**src/rtl/bus_arbiter_if.sv**
```systemverilog
// bus_arbiter_if: request/grant and slave-select signals between the two
// bus masters, the slave-side completion strobe and the bus arbiter.
//
// Handshake: a master raises req_mX as a level and keeps it high for the
// whole transfer; it owns the bus only while grant_mX is high. The transfer
// ends when the slave side pulses xfer_done for one cycle, when the master
// drops req_mX, or when the arbiter revokes the grant (timeout pulse).
interface bus_arbiter_if #(
    parameter int SLAVE_LEN = 2
);
    logic                      req_m1;
    logic                      req_m2;
    logic [SLAVE_LEN-1:0]      slave_select_m1;
    logic [SLAVE_LEN-1:0]      slave_select_m2;
    logic                      xfer_done;
    logic                      grant_m1;
    logic                      grant_m2;
    logic                      bus_busy;
    logic [SLAVE_LEN-1:0]      slave_select;
    logic [2**SLAVE_LEN-1:0]   slave_en;
    logic                      timeout;

    // Requesting side (masters and slave-side completion strobe)
    modport master (
        output req_m1, req_m2, slave_select_m1, slave_select_m2, xfer_done,
        input  grant_m1, grant_m2, bus_busy, slave_select, slave_en, timeout
    );

    // Arbiter side
    modport slave (
        input  req_m1, req_m2, slave_select_m1, slave_select_m2, xfer_done,
        output grant_m1, grant_m2, bus_busy, slave_select, slave_en, timeout
    );
endinterface

```
**src/rtl/bus_arbiter.sv**
```systemverilog
// bus_arbiter: two-master arbiter for the shared system bus.
// Grants one master at a time, latches its slave select, and holds the grant
// until xfer_done, request withdrawal or a hold timeout. A RELEASE cycle
// separates any two grants. All outputs are registered.
// Optional build macro BUS_ARB_FIXED_PRIO_EN: ties always go to master 1
// (master 2 may starve); default build uses round-robin tie-break.
module bus_arbiter #(
    parameter int SLAVE_LEN = 2,
    parameter int HOLD_MAX  = 64,
    parameter int CNT_LEN   = 7
) (
    input  logic         clk,
    input  logic         reset,
    bus_arbiter_if.slave bus,
    output logic [1:0]   dbg_state
);
    localparam int NSLV = 2**SLAVE_LEN;
    localparam logic [CNT_LEN-1:0] HOLD_LAST = CNT_LEN'((HOLD_MAX == 0) ? 0 : HOLD_MAX - 1);
    localparam logic [CNT_LEN-1:0] CNT_ONE   = CNT_LEN'(1);

    typedef enum logic [1:0] {
        IDLE     = 2'd0,
        GRANT_M1 = 2'd1,
        GRANT_M2 = 2'd2,
        RELEASE  = 2'd3
    } state_t;

    state_t               state_q, state_d;
    logic [CNT_LEN-1:0]   cnt_q, cnt_d;
    logic                 grant_m1_q, grant_m1_d;
    logic                 grant_m2_q, grant_m2_d;
    logic                 bus_busy_q, bus_busy_d;
    logic [SLAVE_LEN-1:0] slave_select_q, slave_select_d;
    logic [NSLV-1:0]      slave_en_q, slave_en_d;
    logic                 timeout_q, timeout_d;

    logic prefer_m1;
    logic win_m1;
    logic win_m2;
    logic own_req;
    logic hold_hit;

    function automatic logic [NSLV-1:0] onehot(input logic [SLAVE_LEN-1:0] sel);
        logic [NSLV-1:0] r;
        r = '0;
        r[sel] = 1'b1;
        return r;
    endfunction

`ifdef BUS_ARB_FIXED_PRIO_EN
    assign prefer_m1 = 1'b1;
`else
    // last_grant: 1 = master 1 was granted last, 0 = master 2 (reset value)
    logic last_m1_q, last_m1_d;

    assign prefer_m1 = ~last_m1_q;

    // Remember the most recent grant so the other master wins the next tie
    always_comb begin
        last_m1_d = last_m1_q;
        if ((state_q == IDLE) || (state_q == RELEASE)) begin
            if (win_m1)      last_m1_d = 1'b1;
            else if (win_m2) last_m1_d = 1'b0;
        end
    end

    // Round-robin history register
    always_ff @(posedge clk) begin
        if (reset) last_m1_q <= 1'b0;
        else       last_m1_q <= last_m1_d;
    end
`endif

    assign win_m1   = bus.req_m1 & (~bus.req_m2 | prefer_m1);
    assign win_m2   = bus.req_m2 & ~win_m1;
    assign own_req  = (state_q == GRANT_M1) ? bus.req_m1 : bus.req_m2;
    assign hold_hit = (HOLD_MAX != 0) && (cnt_q == HOLD_LAST);

    // Next-state and registered-output logic
    always_comb begin
        state_d        = state_q;
        cnt_d          = cnt_q;
        grant_m1_d     = 1'b0;
        grant_m2_d     = 1'b0;
        slave_select_d = slave_select_q;
        slave_en_d     = '0;
        timeout_d      = 1'b0;
        case (state_q)
            IDLE, RELEASE: begin
                if (win_m1) begin
                    state_d        = GRANT_M1;
                    grant_m1_d     = 1'b1;
                    slave_select_d = bus.slave_select_m1;
                    slave_en_d     = onehot(bus.slave_select_m1);
                    cnt_d          = '0;
                end else if (win_m2) begin
                    state_d        = GRANT_M2;
                    grant_m2_d     = 1'b1;
                    slave_select_d = bus.slave_select_m2;
                    slave_en_d     = onehot(bus.slave_select_m2);
                    cnt_d          = '0;
                end else begin
                    state_d = IDLE;
                end
            end
            GRANT_M1, GRANT_M2: begin
                // Completion beats abandonment beats timeout
                if (bus.xfer_done || !own_req) begin
                    state_d = RELEASE;
                end else if (hold_hit) begin
                    state_d   = RELEASE;
                    timeout_d = 1'b1;
                end else begin
                    cnt_d      = cnt_q + CNT_ONE;
                    grant_m1_d = (state_q == GRANT_M1);
                    grant_m2_d = (state_q == GRANT_M2);
                    slave_en_d = slave_en_q;
                end
            end
            default: state_d = IDLE;
        endcase
        bus_busy_d = grant_m1_d | grant_m2_d;
    end

    // State, hold counter and output registers
    always_ff @(posedge clk) begin
        if (reset) begin
            state_q        <= IDLE;
            cnt_q          <= '0;
            grant_m1_q     <= 1'b0;
            grant_m2_q     <= 1'b0;
            bus_busy_q     <= 1'b0;
            slave_select_q <= '0;
            slave_en_q     <= '0;
            timeout_q      <= 1'b0;
        end else begin
            state_q        <= state_d;
            cnt_q          <= cnt_d;
            grant_m1_q     <= grant_m1_d;
            grant_m2_q     <= grant_m2_d;
            bus_busy_q     <= bus_busy_d;
            slave_select_q <= slave_select_d;
            slave_en_q     <= slave_en_d;
            timeout_q      <= timeout_d;
        end
    end

    assign bus.grant_m1     = grant_m1_q;
    assign bus.grant_m2     = grant_m2_q;
    assign bus.bus_busy     = bus_busy_q;
    assign bus.slave_select = slave_select_q;
    assign bus.slave_en     = slave_en_q;
    assign bus.timeout      = timeout_q;
    assign dbg_state        = state_q;
endmodule

```
**src/flat_wrapper.sv**
```systemverilog
// flat-port wrapper written by rule: the top's interface ports become plain ports
module bus_arbiter_flat 
#(
    parameter int SLAVE_LEN = 2,
    parameter int HOLD_MAX  = 64,
    parameter int CNT_LEN   = 7
)
  (clk, reset, dbg_state, bus_req_m1, bus_req_m2, bus_slave_select_m1, bus_slave_select_m2, bus_xfer_done, bus_grant_m1, bus_grant_m2, bus_bus_busy, bus_slave_select, bus_slave_en, bus_timeout);
  bus_arbiter_if #(.SLAVE_LEN(SLAVE_LEN)) bus_i ();
  input  logic clk;
  input  logic reset;
  output logic [1:0] dbg_state;
  input wire logic [$bits(bus_i.req_m1)-1:0] bus_req_m1;
  input wire logic [$bits(bus_i.req_m2)-1:0] bus_req_m2;
  input wire logic [$bits(bus_i.slave_select_m1)-1:0] bus_slave_select_m1;
  input wire logic [$bits(bus_i.slave_select_m2)-1:0] bus_slave_select_m2;
  input wire logic [$bits(bus_i.xfer_done)-1:0] bus_xfer_done;
  output wire logic [$bits(bus_i.grant_m1)-1:0] bus_grant_m1;
  output wire logic [$bits(bus_i.grant_m2)-1:0] bus_grant_m2;
  output wire logic [$bits(bus_i.bus_busy)-1:0] bus_bus_busy;
  output wire logic [$bits(bus_i.slave_select)-1:0] bus_slave_select;
  output wire logic [$bits(bus_i.slave_en)-1:0] bus_slave_en;
  output wire logic [$bits(bus_i.timeout)-1:0] bus_timeout;
  assign bus_i.req_m1 = bus_req_m1;
  assign bus_i.req_m2 = bus_req_m2;
  assign bus_i.slave_select_m1 = bus_slave_select_m1;
  assign bus_i.slave_select_m2 = bus_slave_select_m2;
  assign bus_i.xfer_done = bus_xfer_done;
  assign bus_grant_m1 = bus_i.grant_m1;
  assign bus_grant_m2 = bus_i.grant_m2;
  assign bus_bus_busy = bus_i.bus_busy;
  assign bus_slave_select = bus_i.slave_select;
  assign bus_slave_en = bus_i.slave_en;
  assign bus_timeout = bus_i.timeout;
  bus_arbiter #(.SLAVE_LEN(SLAVE_LEN), .HOLD_MAX(HOLD_MAX), .CNT_LEN(CNT_LEN)) u_core (.clk(clk), .reset(reset), .bus(bus_i), .dbg_state(dbg_state));
endmodule
```
**config.mk**
```make
export PLATFORM = sky130hd
export DESIGN_NAME = bus_arbiter_flat
export DESIGN_NICKNAME = d
export VERILOG_FILES = /design/src/rtl/bus_arbiter_if.sv /design/src/rtl/bus_arbiter.sv /design/src/flat_wrapper.sv
export SDC_FILE = /design/constraint.sdc
export NUM_CORES = 1
export LEC_CHECK = 0
export BUFFER_PORTS_ARGS = -buffer_cell sky130_fd_sc_hd__buf_2
export CORE_MARGIN = 10
export CORE_UTILIZATION = 30
export CTS_BUF_LIST = sky130_fd_sc_hd__clkbuf_8
export CTS_CLUSTER_DIAMETER = 150
export DETAILED_ROUTE_END_ITERATION = 7
export PLACE_DENSITY_LB_ADDON = 0.1
export SLEW_MARGIN = 15
export SYNTH_ARGS = -nofsm -noshare
export SYNTH_HDL_FRONTEND = slang
export SYNTH_SLANG_ARGS = --single-unit
```
**constraint.sdc**
```tcl
create_clock -name clk -period 2.2 [get_ports clk]
set_input_delay 0.22 -clock clk [delete_from_list [all_inputs] [get_ports clk]]
set_output_delay 0.22 -clock clk [all_outputs]
set_load 0.01 [all_outputs]
```
==> results of run 1 <==
cell families after synthesis:
family                     Yosys count  share of synthesized area, %
AOI/OAI and AO/OA                   32                         23.49
adders and majority gates            3                         3.709
buffers and inverters                7                         3.461
DFF                                 20                         39.55
muxes                                1                         1.483
and+or+nand+nor                     49                         28.31
cells in the final DEF (no fill, tap or decap), types with 2 or more instances in the layout:
master / netlist / routed
nor2_1: 6 / 6
nor3_1: 2 / 2
nor3b_1: 3 / 3
nand3_1: 7 / 7
dfxtp_1: 20 / 20
a21oi_1: 7 / 7
o21ai_0: 5 / 5
buf_2: 1 / 20
ha_1: 3 / 3
nand2_1: 14 / 14
or3_1: 3 / 3
a31oi_1: 4 / 4
clkbuf_8: 0 / 4
inv_1: 2 / 2
nand3b_1: 3 / 3
a311oi_1: 3 / 3
metal layers:
metal | up-vias | GRT usage (%)
met1 | 430 | 8.367
met3 | 2 | 3.872
met5 | - | 0
met2 | 14 | 15.87
met4 | 0 | 1.613
li1 | 459 | -
worst max-delay path: cells and delay by family, from the launching register on:
kind                     cells  cell delay [ns]
flip-flops                   1             0.35
AO/OA/AOI/OAI                2             0.59
buffers and inverters        1             0.07
AND/OR/NAND/NOR              2             0.33
adder cells (fa/ha/maj)      1             0.35
power by group through the flow:
| stage | Clock (uW) | Combinational [uW] | Sequential, uW |
|---|---|---|---|
| finish | 276 | 340 | 429 |
| detailed placement | 0 | 346 | 438 |
| CTS | 284 | 347 | 430 |
| floorplan | 0 | 221 | 454 |
| global placement | 0 | 340 | 436 |
| global route | 304 | 384 | 435 |
registers in the layout, summed over array words and instances, names as in the netlist:
signal and cells:
u_core.bus.slave_select 2, u_core.bus.grant_m1 1, u_core.cnt_q 7, u_core.dbg_state 2
u_core.bus.timeout 1, u_core.last_m1_q 1, u_core.bus.slave_en 4, u_core.bus.grant_m2 1
u_core.bus.bus_busy 1
worst min-delay path by stage:
stage                            from                         end  slack [ns]  cells past startpoint
5_1_grt        bus_slave_select_m1[0]  u_core.bus.slave_select[0]        0.26                      3
3_5_place_dp   u_core.bus.slave_en[2]      u_core.bus.slave_en[2]        0.45                      2
6_report       bus_slave_select_m1[0]  u_core.bus.slave_select[0]        0.26                      3
3_3_place_gp   u_core.bus.slave_en[3]      u_core.bus.slave_en[3]        0.45                      2
4_1_cts        bus_slave_select_m1[0]  u_core.bus.slave_select[0]        0.26                      3
2_1_floorplan  bus_slave_select_m1[0]  u_core.bus.slave_select[0]        0.38                      2
through the flow:
| stage | worst slack, ns | hold slack (ns) |
|---|---|---|
| floorplan | 0.5192 | 0.3790 |
| global placement | 0.4650 | 0.4526 |
| finish | 0.4036 | 0.2595 |
| detailed placement | 0.3968 | 0.4476 |
| CTS | 0.3727 | 0.2595 |
| global route | 0.2483 | 0.2643 |
final cells by class:
| cell class | count | area (sq um) | area share [%] |
|---|---|---|---|
| clock buffer | 4 | 55.05 | 4.569 |
| inverter | 2 | 7.507 | 0.6231 |
| timing repair buffer | 21 | 107.6 | 8.930 |
| sequential | 20 | 400.4 | 33.23 |
| multi-input combinational | 85 | 576.8 | 47.87 |
| tap | 46 | 57.56 | 4.777 |
==> impl_metrics.tcl, run 1 <==
set metrics [dict create \
    reg2reg_depth 6 \
    cts.repair.resized 0 \
    drive_gt1_share_pct 25.00 \
    post_cts_buffers 0 \
    top_layer_used "met4" \
    ctsHoldBuffers 0 \
    grt_usage_pct 8.462 \
    ys_types 42 \
    synth_flop_cell "dfxtp_1" \
    antenna_left 0 \
    outcome "finished, final reports clean" \
    fmax_mhz 556.7 \
    start_util_pct 30.57 \
    period_needed_ns 1.796 \
    finalCritPeriodShare_pct 81.66 \
    placed_area_sq_um 1150 \
    area_delta_synth_final_pct 19.04 \
    fin_skew_ns 0.003025 \
    cp_slowest_cell "o211a_1" \
    die_h_microns 78.09 \
    clk_latency_ns 0.25 \
    antenna_found_initial 0 \
    clk_pin_slew_worst_paths_ns 0.07 \
    p_switching_uw 347.4 \
    maxCapViolCount 0 \
    finalHoldViolCount 0 \
    critPathLaunchType "register" \
    synth_area_per_cell_sq_um 9.038 \
    die-area_sq_um 6097 \
    synth_top_area_share_pct 39.56 \
    synth_seq_area_share_pct 39.56 \
    first_pass_iters 4 \
    power_density_nw_per_um2 866.8 \
    wl_microns 2440 \
    totalPowerFinal_uw 1044 \
    cp-endpoint "u_core.cnt_q[6]" \
    p_comb_share_pct 32.6 \
    seq_power_share_pct 41.1 \
    finalCoreUtilization_pct 36.39 \
    netlist_top_cells_count "20 x dfxtp_1, 14 x nand2_1, 7 x a21oi_1, 7 x nand3_1, 6 x nor2_1" \
    core_area_sq_um 3311 \
    grt_pass1_wl_microns 4243 \
    p_leak_uw 0.0004695 \
    cts_inserted_buffers 3 \
    reg2reg_to "u_core.cnt_q[6]" \
    drt_iter0_drc 45 \
    cts_tree "built" \
    diodes 0 \
    cp-end-kind "register" \
    grt_pass1_vias 939 \
    final_cells 178 \
    root_buffer "clkbuf_8" \
    p_int_uw 697.1 \
    post-place-cells 174 \
    setup_viol 0 \
    ys_warn_count 0 \
    swShare_pct 33.26 \
    wl_met2_microns 1211 \
    drc 0 \
    cts_buffer_depth 2 \
    worstSetupStartpoint "u_core.dbg_state[0]" \
    rsz0062_at_grt "no" \
    dp_hpwl_microns 1823 \
    syn_area_sq_um 1012 \
    ys_top_cells_by_area "dfxtp_1 40%, nand2_1 5.2%, ha_1 3.7%" \
    ys_seq_elements 20 \
    cts_max_level 1 \
    cts.sinks 20 \
    synth-async-reset-ratio_pct 0 \
    required_ns 2.35 \
    m1WireLength_microns 1076 \
    ir_drop_mv 0.3467 \
    portBuffers 20 \
    fin_area_sq_um 1205 \
    synth_most_common_cell "dfxtp_1" \
    gp_routability_congestion 0.7241 \
    cp.arrival_ns 1.95 \
    tns_ns 0 \
    slew_viol_final 0 \
    synth-edff-count 0 \
    grt_max_degree 22 \
    crit_chain "inv_1 > ha_1 > nor2_4 > o211a_1 > o22ai_1 > and3b_1" \
    slew_headroom_pct 64.10 \
    vias 905 \
    viasPerCell 5.084 \
    min_path_type "primary input to register" \
    die_width_microns 78.09 \
    synthCells 112 \
    reg2reg_slack_ns 0.40 \
    r2r-start "u_core.dbg_state[0]" \
    crit_fanout 13 \
    wire_per_inst_microns 13.71 \
    worstMarginPinSlew_ns 0.5349 \
    critical_path.max_stage_delay_ns 0.44 \
    routed-wl-met3_microns 138 \
    pwr-share-clk_pct 26.4 \
    fillers 367 \
    critPathKind "register to register" \
    ios 21 \
    synth_largest_area_cell "dfxtp_1" \
    rows 21 \
    grt_overflow 0 \
    final_nets 145 \
    syn_nets 124 \
]
Power figures use the tool's default switching activity.
==> run 2, diff against run 1 <==
--- a/config.mk
+++ b/config.mk
@@ -5,6 +5,7 @@
 export SDC_FILE = /design/constraint.sdc
 export NUM_CORES = 1
 export LEC_CHECK = 0
+export ABC_AREA = 1
 export BUFFER_PORTS_ARGS = -buffer_cell sky130_fd_sc_hd__buf_2
 export CORE_MARGIN = 10
 export CORE_UTILIZATION = 30
==> constraint.sdc (replaced) <==
create_clock -name clk -period 1.58 [get_ports clk]
set_input_delay 0.158 -clock clk [delete_from_list [all_inputs] [get_ports clk]]
set_output_delay 0.158 -clock clk [all_outputs]
set_load 0.01 [all_outputs]
==> run 2 against run 1 <==
Net effect:
- area after synthesis rose by 4.1%
- critical path type unchanged
- die area rose by 3.0%
- critical path depth rose by 4
- largest cell class unchanged
- via count rose by 13%
- synthesized cell count rose by 36%
- sequential cell count did not move
- clock power rose by 91%
- wire length rose by 12%
- highest routed layer unchanged
- first-iteration DRC count rose by 27%
==> impl_metrics.tcl, run 2 <==
set metrics [dict create \
    slew_viol_final 0 \
    synth_top_area_share_pct 38.00 \
    antenna_found_initial 0 \
    outcome "finished, final reports clean" \
    cts.sinks 20 \
    fin_skew_ns 0.01035 \
    use_met1_pct 11.98 \
    layout_common_cells "41 x nand2_1, 20 x buf_2, 19 x inv_1" \
    reg2reg_depth 10 \
    placed_area_sq_um 1241 \
    core_area_sq_um 3363 \
    holdPathEnd "u_core.bus.slave_select[0]" \
    synth_area_per_cell_sq_um 6.931 \
    syn_area_sq_um 1054 \
    drc 0 \
    diodes 0 \
    power_density_nw_per_um2 1240 \
    synth_largest_area_cell "dfxtp_1" \
    synthCells 152 \
    timing.hold.ws_ns 0.1770 \
    cts_max_level 1 \
    final_nets 193 \
    top_register "u_core.cnt_q" \
    cp.arrival_ns 1.63 \
    grt_pass1_wl_microns 4754 \
    layout_commonest_cell "nand2_1" \
    grtUsageMet2_pct 14.03 \
    synth_seq_area_share_pct 38.00 \
    hp-start "bus_slave_select_m2[0]" \
    slew_headroom_pct 80.98 \
    finalCoreUtilization_pct 40.29 \
    largest_reg_flops 7 \
    r2r-start "u_core.dbg_state[0]" \
    post-place-cells 221 \
    cts_tree "built" \
    ys_seq_elements 20 \
    start_util_pct 31.32 \
    fillers 372 \
    min_path_type "primary input to register" \
    drive_gt1_share_pct 29.44 \
    tns_ns 0 \
    setup_viol 0 \
    vias 1025 \
    ys_top_cells_by_area "dfxtp_1 38%, nand2_1 15%, inv_1 7.5%" \
    ir_drop_mv 0.4720 \
    synth_most_common_cell "nand2_1" \
    grt_pass1_vias 991 \
    clk_pin_slew_worst_paths_ns 0.09 \
    crit_fanout 5 \
    required_ns 1.75 \
    netlist_top_cells_count "41 x nand2_1, 21 x inv_1, 20 x dfxtp_1" \
    die_width_microns 79.26 \
    drt_iter0_drc 57 \
    gp_routability_congestion 0.8260 \
    cts_inserted_buffers 3 \
    first_pass_iters 4 \
    grt_max_degree 14 \
    finalCritPeriodShare_pct 92.46 \
    critPathKind "register to register" \
    fin_area_sq_um 1355 \
    fmax_mhz 684.5 \
    portBuffers 20 \
    ys_warn_count 0 \
    final_cells 226 \
    wire_per_inst_microns 12.05 \
    grt_usage_pct 9.367 \
    maxCapViolCount 0 \
    clk_latency_ns 0.27 \
    cp-end-kind "register" \
    antenna_left 0 \
    synth_flop_cell "dfxtp_1" \
    grt_overflow 0 \
    post_cts_buffers 0 \
    rows 21 \
    rsz0062_at_grt "no" \
    synth-edff-count 0 \
    viasPerCell 4.535 \
    root_buffer "clkbuf_8" \
    die_h_microns 79.26 \
    reg2reg_slack_ns 0.12 \
    period_needed_ns 1.461 \
    syn_nets 164 \
    area_delta_synth_final_pct 28.62 \
    gr-usage-met3_pct 2.815 \
    grt-busiest-layer "met2" \
    critPathLaunchType "register" \
    die-area_sq_um 6282 \
    dp_hpwl_microns 2071 \
    ys_types 25 \
    finalHoldViolCount 0 \
    reg2reg_to "u_core.dbg_state[1]" \
    wl_microns 2723 \
    p_leak_uw 0.0006137 \
    ios 21 \
    min_path_cells 3 \
    synth-async-reset-ratio_pct 0 \
    worstMarginPinSlew_ns 0.2853 \
    cts_buffer_depth 2 \
]
## run 2: critical path, cell delays in order, from the launching register on
cell,delay [ns]
dfxtp_2,0.33
inv_1,0.06
ha_4,0.24
inv_1,0.08
nand2_1,0.11
inv_2,0.09
nand2_4,0.07
nor2_4,0.17
nand2_1,0.08
o211ai_1,0.08
inv_1,0.05
## run 2: final cells by class
class,instances,area [sq um],share of cell area (%)
clock inverter,1,30.03,2.216
timing repair buffer,25,137.6,10.16
clock buffer,3,41.29,3.047
sequential,20,402.9,29.73
tap,46,57.56,4.247
inverter,23,86.33,6.371
multi-input combinational,108,599.3,44.23
## run 2: stage by stage
| step | total power (uW) | setup slack, ns |
|---|---|---|
| 3_5_place_dp | 1127 | 0.01597 |
| 4_1_cts | 1681 | 0.03572 |
| 6_report | 1681 | 0.1191 |
| 3_3_place_gp | 1128 | 0.06683 |
| 2_1_floorplan | 916.3 | 0.05114 |
| 5_1_grt | 1782 | 0.002090 |
## run 2: how the worst max path moves through the flow
stage                     endpoint  depth (start not counted)  slack, ns                 from
3_3_place_gp   u_core.dbg_state[1]                         10       0.07  u_core.dbg_state[0]
6_report       u_core.dbg_state[1]                         10       0.12  u_core.dbg_state[0]
2_1_floorplan  u_core.dbg_state[1]                         10       0.05  u_core.dbg_state[0]
3_5_place_dp   u_core.dbg_state[1]                         10       0.02  u_core.dbg_state[0]
5_1_grt        u_core.dbg_state[1]                         10      0.002  u_core.dbg_state[0]
4_1_cts            u_core.cnt_q[1]                          9       0.04  u_core.dbg_state[1]
## run 2: power by group
| group | internal, uW | switching [uW] | total (uW) | leakage [uW] |
|---|---|---|---|---|
| Combinational | 214 | 340 | 553 | 0.000414 |
| Sequential | 570 | 30.6 | 601 | 0.000164 |
| Clock | 339 | 188 | 527 | 0.0000357 |
| Total | 1120 | 558 | 1680 | 0.000614 |
## run 2: cell families (layout without fill, tap and decap cells)
kind of cell,after synthesis,count (layout),synth area share [%]
AOI/OAI and AO/OA,30,30,16.75
adders and majority gates,3,3,3.563
buffers and inverters,25,52,8.907
DFF,20,20,38.00
and+or+nand+nor,74,75,32.78
## run 2: what timing repair did
item | CTS | global route
gates cloned | 1 | 0
resized for setup | 2 | 8
hold buffers | 0 | 0
setup endpoints to repair | 2 | 14
pin swaps | 1 | 1
## run 2: per-layer routing
metal,up-vias,routed length [microns]
li1,542,-
met1,459,1377
met2,20,1169
met3,4,139
met4,0,38
met5,-,0
